[src/rtl/xps2_rx.sv]
// PS/2 keyboard receiver on the controller data bus. Filters the pad clock, deframes
// device-to-host frames and queues good scancodes in a FIFO that software pops through DATA.
module xps2_rx #(
    parameter int DATA_W     = 32,
    parameter int FIFO_DEPTH = 8,
    parameter int FILT_LEN   = 8,
    parameter int TIMEOUT    = 50000
) (
    input  logic              clk,
    input  logic              rst,
    input  logic              ps2_clk,
    input  logic              ps2_data,
    input  logic              sel,
    input  logic              we,
    input  logic [1:0]        addr,
    input  logic [DATA_W-1:0] data_to_wr,
    output logic [DATA_W-1:0] data_to_rd,
    output logic              irq
);

    localparam int AW = $clog2(FIFO_DEPTH);
    localparam int FW = $clog2(FILT_LEN + 1);
    localparam int TW = $clog2(TIMEOUT + 1);

    typedef enum logic [1:0] {IDLE, DATA, PARITY, STOP} rxState_t;

    logic [1:0]    r_clkSync, r_dataSync;
    logic          r_filtClk;
    logic [FW-1:0] r_filtCnt;
    logic          w_fall, w_strobe, w_bit;

    rxState_t      r_state, w_nextState;
    logic [7:0]    r_shift;
    logic [2:0]    r_bitCnt;
    logic          r_parity;
    logic [TW-1:0] r_timer;
    logic          w_frameEnd, w_timeout, w_parOk, w_good;

    logic [7:0]    r_mem [FIFO_DEPTH];
    logic [AW-1:0] r_wrPtr, r_rdPtr;
    logic [AW:0]   r_count;
    logic [3:0]    w_count4;
    logic          w_empty, w_full, w_push, w_pop, w_setOvf, w_setPerr, w_setFerr;

    logic          r_en, r_ie, r_ovf, r_perr, r_ferr, r_irq;
    logic          w_ctrlWr, w_clrFlags;
    logic          w_unused;

    always_ff @(posedge clk) begin
        if (rst) begin
            r_clkSync  <= 2'b11;
            r_dataSync <= 2'b11;
        end else begin
            r_clkSync  <= {r_clkSync[0], ps2_clk};
            r_dataSync <= {r_dataSync[0], ps2_data};
        end
    end

    // Filtered clock only follows the pad after FILT_LEN consecutive differing samples.
    always_ff @(posedge clk) begin
        if (rst) begin
            r_filtClk <= 1'b1;
            r_filtCnt <= '0;
        end else if (r_clkSync[1] == r_filtClk) begin
            r_filtCnt <= '0;
        end else if (r_filtCnt == FW'(FILT_LEN - 1)) begin
            r_filtClk <= r_clkSync[1];
            r_filtCnt <= '0;
        end else begin
            r_filtCnt <= r_filtCnt + FW'(1);
        end
    end

    assign w_fall   = r_filtClk & ~r_clkSync[1] & (r_filtCnt == FW'(FILT_LEN - 1));
    assign w_strobe = w_fall & r_en;
    assign w_bit    = r_dataSync[1];

    assign w_timeout = (r_state != IDLE) && (r_timer == TW'(TIMEOUT));

    always_comb begin
        w_nextState = r_state;
        w_frameEnd  = 1'b0;
        if (!r_en) begin
            w_nextState = IDLE;
        end else begin
            case (r_state)
                IDLE:    if (w_strobe && !w_bit) w_nextState = DATA;
                DATA:    if (w_strobe && r_bitCnt == 3'd7) w_nextState = PARITY;
                PARITY:  if (w_strobe) w_nextState = STOP;
                STOP: begin
                    if (w_strobe) begin
                        w_nextState = IDLE;
                        w_frameEnd  = 1'b1;
                    end
                end
                default: w_nextState = IDLE;
            endcase
            if (!w_strobe && w_timeout) w_nextState = IDLE;
        end
    end

    always_ff @(posedge clk) begin
        if (rst) begin
            r_state  <= IDLE;
            r_shift  <= '0;
            r_bitCnt <= '0;
            r_parity <= 1'b0;
            r_timer  <= '0;
        end else begin
            r_state <= w_nextState;
            if (r_state == IDLE || w_strobe || w_timeout) r_timer <= '0;
            else                                          r_timer <= r_timer + TW'(1);
            if (w_strobe) begin
                case (r_state)
                    IDLE:    r_bitCnt <= '0;
                    DATA: begin
                        r_shift  <= {w_bit, r_shift[7:1]};
                        r_bitCnt <= r_bitCnt + 3'd1;
                    end
                    PARITY:  r_parity <= w_bit;
                    default: ;
                endcase
            end
        end
    end

    assign w_parOk   = ^{r_shift, r_parity};
    assign w_good    = w_frameEnd & w_parOk & w_bit;
    assign w_setPerr = w_frameEnd & ~w_parOk;
    assign w_setFerr = w_frameEnd & ~w_bit;

    // A pop on the same edge frees the slot, so a full FIFO still accepts the push.
    assign w_empty  = (r_count == '0);
    assign w_full   = (r_count == (AW + 1)'(FIFO_DEPTH));
    assign w_pop    = sel & ~we & (addr == 2'd1) & ~w_empty;
    assign w_push   = w_good & (~w_full | w_pop);
    assign w_setOvf = w_good & w_full & ~w_pop;
    assign w_count4 = 4'(r_count);

    always_ff @(posedge clk) begin
        if (w_push) r_mem[r_wrPtr] <= r_shift;
    end

    always_ff @(posedge clk) begin
        if (rst) begin
            r_wrPtr <= '0;
            r_rdPtr <= '0;
            r_count <= '0;
        end else begin
            if (w_push) r_wrPtr <= r_wrPtr + AW'(1);
            if (w_pop)  r_rdPtr <= r_rdPtr + AW'(1);
            case ({w_push, w_pop})
                2'b10:   r_count <= r_count + (AW + 1)'(1);
                2'b01:   r_count <= r_count - (AW + 1)'(1);
                default: r_count <= r_count;
            endcase
        end
    end

    assign w_ctrlWr   = sel & we & (addr == 2'd2);
    assign w_clrFlags = w_ctrlWr & data_to_wr[1];

    // Flag set wins over a same-edge software clear.
    always_ff @(posedge clk) begin
        if (rst) begin
            r_en   <= 1'b1;
            r_ie   <= 1'b0;
            r_ovf  <= 1'b0;
            r_perr <= 1'b0;
            r_ferr <= 1'b0;
            r_irq  <= 1'b0;
        end else begin
            if (w_ctrlWr) begin
                r_en <= data_to_wr[0];
                r_ie <= data_to_wr[2];
            end
            r_ovf  <= w_setOvf  | (r_ovf  & ~w_clrFlags);
            r_perr <= w_setPerr | (r_perr & ~w_clrFlags);
            r_ferr <= w_setFerr | (r_ferr & ~w_clrFlags);
            r_irq  <= r_ie & ~w_empty;
        end
    end

    assign irq = r_irq;

    always_comb begin
        data_to_rd = '0;
        if (sel && !we) begin
            case (addr)
                2'd0: data_to_rd = DATA_W'({20'd0, w_count4, 3'd0, r_ferr, r_perr, r_ovf, w_full, ~w_empty});
                2'd1: if (!w_empty) data_to_rd = DATA_W'({23'd0, 1'b1, r_mem[r_rdPtr]});
                2'd2: data_to_rd = DATA_W'({29'd0, r_ie, 1'b0, r_en});
                default: data_to_rd = '0;
            endcase
        end
    end

    assign w_unused = &{1'b0, data_to_wr[DATA_W-1:3]};

endmodule
[config.mk]
export PLATFORM = sky130hd
export DESIGN_NAME = xps2_rx
export DESIGN_NICKNAME = d
export VERILOG_FILES = /design/src/rtl/xps2_rx.sv
export SDC_FILE = /design/constraint.sdc
export NUM_CORES = 1
export LEC_CHECK = 0
export BUFFER_PORTS_ARGS = -buffer_cell sky130_fd_sc_hd__buf_2
export CAP_MARGIN = 10
export CORE_AREA = 4 4 134 136
export CTS_CLUSTER_DIAMETER = 30
export DETAILED_ROUTE_END_ITERATION = 12
export DIE_AREA = 0 0 138 140
export PLACE_DENSITY = 0.5
export REMOVE_ABC_BUFFERS = 1
export SLEW_MARGIN = 10
export SYNTH_ARGS = -nofsm -noshare
export SYNTH_HDL_FRONTEND = slang
export SYNTH_SLANG_ARGS = --single-unit
[constraint.sdc]
create_clock -name clk -period 5.7 [get_ports clk]
set_input_delay 0.57 -clock clk [delete_from_list [all_inputs] [get_ports clk]]
set_output_delay 0.57 -clock clk [all_outputs]
set_load 0.005 [all_outputs]
==> flow_metrics.py <==
metrics = {
    "run_status": {
        "outcome": "finished clean",
    },
    "clocking": {
        "cts_buffers": 17,
        "htreeDepth": 4,
        "clkSlewWorstSetupHoldPaths_ns": 0.06,
        "clock_latency_ns": 0.41,
        "cts-root-buf": "clkbuf_16",
        "numClockSinks": 122,
        "ctsHoldBuffers": 0,
        "cts_setup_buffers": 0,
        "cts_resized": 0,
        "cts_buffer_depth": 2,
        "cts_tree": "built",
    },
    "setup_path": {
        "startpoint_type": "flop",
        "crit_path_max_fanout": 15,
        "critPathKind": "flop to primary output",
        "critPathCaptureType": "primary output",
        "arrival_ns": 2.77,
        "crit_end": "data_to_rd[0]",
        "r2r_slack_ns": 2.57,
        "worstPathRequired_ns": 5.13,
        "r2r-start": "r_shift[4]$_SDFFE_PP0P_",
        "reg2reg_to": "r_mem[5][1]$_DFFE_PP_",
        "worst_r2r_path_depth": 5,
    },
    "final_layout": {
        "layout-drive-gt1-share_pct": 17.8,
        "utilization_pct": 37.5,
        "diodes": 0,
        "fill_cells": 1670,
        "syn2layout_area_growth_pct": 16.8,
        "final_nets": 523,
    },
    "die": {
        "rows": 48,
        "initial_utilization_pct": 32.1,
        "coreArea_um2": 16900,
        "fp.dieW_um": 138,
        "io_pins": 73,
        "die_y_um": 140,
        "die_area_um2": 19300,
    },
    "global_route": {
        "grt_pass1_wl_um": 17700,
        "grt.total_usage_pct": 11.7,
        "grt_overflow": 0,
        "grt_max_degree": 43,
        "antenna_found_initial": 0,
        "grt_pass1_vias": 3383,
    },
    "route": {
        "met1Wirelength_um": 5010,
        "routed.top_layer": "met4",
        "avgRoutedWirePerCell_um": 15.4,
        "wl_met2_um": 5380,
        "drt_iter0_drc": 162,
        "vias_per_cell": 4.69,
        "wl_um": 10900,
        "num_vias": 3319,
        "wl_met3_um": 402,
        "post-route-drc-count": 0,
        "firstDrtPassIters": 4,
        "drtAntennaViolNets": 0,
    },
    "flow_run": {
        "maxCapViolCount": 0,
    },
    "logic_synthesis": {
        "synthArstFlopShare_pct": 0,
        "yosysSeqAreaShare_pct": 56.7,
        "synth_area_per_cell_um2": 12.3,
        "syn-instance-count": 442,
        "yosysUniqueCellTypes": 53,
        "ys_seq_elements": 122,
        "syn_area_um2": 5440,
        "synth-main-ff-cell": "edfxtp_1",
        "synth_edf_count": 64,
        "yosysWarnings": 0,
    },
    "sta": {
        "slew_violations": 0,
        "setup_tns_ns": 0,
        "slew_headroom_pct": 28.4,
        "setup_violations": 0,
        "timing.fmax_mhz": 299,
        "period_minus_slack_ns": 3.34,
        "rsz0062_at_grt": "no",
        "hold_viol_final": 0,
        "skew_ns": 0.0100,
        "finalCritPeriodShare_pct": 58.6,
        "tightest_slew_ns": 1.07,
    },
    "place": {
        "dp_hpwl_um": 7210,
        "port_buffers": 23,
        "gp_congestion": 0.748,
    },
    "power": {
        "vdd_ir_drop_max_mv": 0.201,
        "power.density_nw_per_um2": 330,
        "power.leakage_nw": 2.37,
    },
    "min_path": {
        "min_path_type": "primary input to flop",
    },
}
metal layers:
layer / global-route usage (%) / vias up
li1: - / 1633
met1: 14.7 / 1626
met2: 19.1 / 47
met3: 3.82 / 13
met4: 3.59 / 0
met5: 0 / -
critical path, stage by stage, from the launching register on:
cell and delay, ns:
dfxtp_1 1.03, mux4_2 0.61, nor2b_1 0.15, a211o_1 0.32
o2111a_1 0.14, buf_2 0.12
registers in the layout (all words and copies together) (netlist names), 2 cells and up, named ones only:
signal and cells:
r_dataSync 2, r_clkSync 2, r_count 4, r_timer 16
r_mem 64, r_wrPtr 3, r_bitCnt 3, r_state 2
r_rdPtr 3, r_shift 8, r_filtCnt 4
cell usage in the layout (no fill, tap or decap), types with 4 or more instances in the layout:
| master | n |
|---|---|
| nand4_1 | 5 |
| nand3_1 | 13 |
| xor2_1 | 11 |
| conb_1 | 20 |
| buf_2 | 23 |
| nand2b_1 | 5 |
| ha_1 | 13 |
| nor2b_1 | 6 |
| nor3_1 | 6 |
| clkbuf_16 | 17 |
| nor2_1 | 62 |
| or2_2 | 4 |
| buf_4 | 4 |
| mux4_2 | 16 |
| bufinv_16 | 5 |
| nor4_1 | 4 |
| o21ai_0 | 5 |
| edfxtp_1 | 64 |
| mux2_2 | 6 |
| a21oi_1 | 9 |
| and3_1 | 15 |
| mux2i_1 | 16 |
| xnor2_1 | 13 |
| nand2_1 | 16 |
| inv_1 | 13 |
| dfxtp_1 | 58 |
power by group:
part	leakage [nW]	switching, W	internal [W]
clock network	0.298	0.000380	0.000772
registers	1.06	0.00000129	0.000918
logic	1.01	0.0000155	0.00000753
cell usage after synthesis (6+ instances only):
cell,instances,area share [%]
mux2i_1,16,2.9
buf_2,6,0.55
and3_1,15,1.7
clkbuf_1,10,0.69
xnor2_1,13,2.1
inv_1,13,0.90
nor2_1,62,4.3
nor3_1,8,0.74
buf_4,20,2.8
mux4_2,16,6.6
edfxtp_1,64,35
nor2b_1,6,0.69
mux2_2,6,1.2
ha_1,13,3.0
dfxtp_1,58,21
nand2_1,16,1.1
xor2_1,11,1.8
nand3_1,13,1.2
a21oi_1,9,0.83
cell families after synthesis:
kind of cell / after synthesis / share of synthesized area, %
buffers and inverters: 50 / 5.11
adder cells (fa/ha/maj): 13 / 2.99
AO/OA/AOI/OAI: 35 / 4.51
flip-flops: 122 / 56.7
other: 1 / 0.0690
XOR/XNOR: 26 / 4.72
multiplexers: 41 / 11.7
AND/OR/NAND/NOR: 154 / 14.2
final cells by class:
type | instances | area (µm²) | area share [%]
Clock buffer | 19 | 433 | 6.82
Clock inverter | 13 | 199 | 3.13
Inverter | 13 | 48.8 | 0.769
Multi-Input combinational cell | 289 | 2160 | 34.0
Sequential cell | 122 | 3080 | 48.6
Tap cell | 225 | 282 | 4.43
Timing Repair Buffer | 27 | 145 | 2.29
per-stage QoR:
stage / hold slack, ns / setup WS (ns) / instance area (µm²) / total power (W) / instances
after CTS: 0.327 / 2.25 / 6350 / 0.00212 / 708
after floorplan: 0.389 / 2.89 / 5280 / 0.000948 / 424
final: 0.345 / 2.36 / 6350 / 0.00209 / 708
after detailed placement: 0.403 / 2.36 / 5720 / 0.000960 / 676
after global placement: 0.393 / 2.39 / 5720 / 0.000959 / 676
after global routing: 0.334 / 2.08 / 6350 / 0.00217 / 708
worst min-delay path by stage:
stage,from,cells past startpoint,slack [ns],end
5_1_grt,ps2_data,2,0.33,r_dataSync[0]$_SDFF_PP1_
3_5_place_dp,r_dataSync[0]$_SDFF_PP1_,1,0.40,r_dataSync[1]$_SDFF_PP1_
4_1_cts,ps2_data,2,0.33,r_dataSync[0]$_SDFF_PP1_
6_report,ps2_data,2,0.34,r_dataSync[0]$_SDFF_PP1_
3_3_place_gp,r_dataSync[0]$_SDFF_PP1_,1,0.39,r_dataSync[1]$_SDFF_PP1_
2_1_floorplan,r_clkSync[0]$_SDFF_PP1_,1,0.39,r_clkSync[1]$_SDFF_PP1_
No activity file was read; power rests on OpenSTA's default activity.
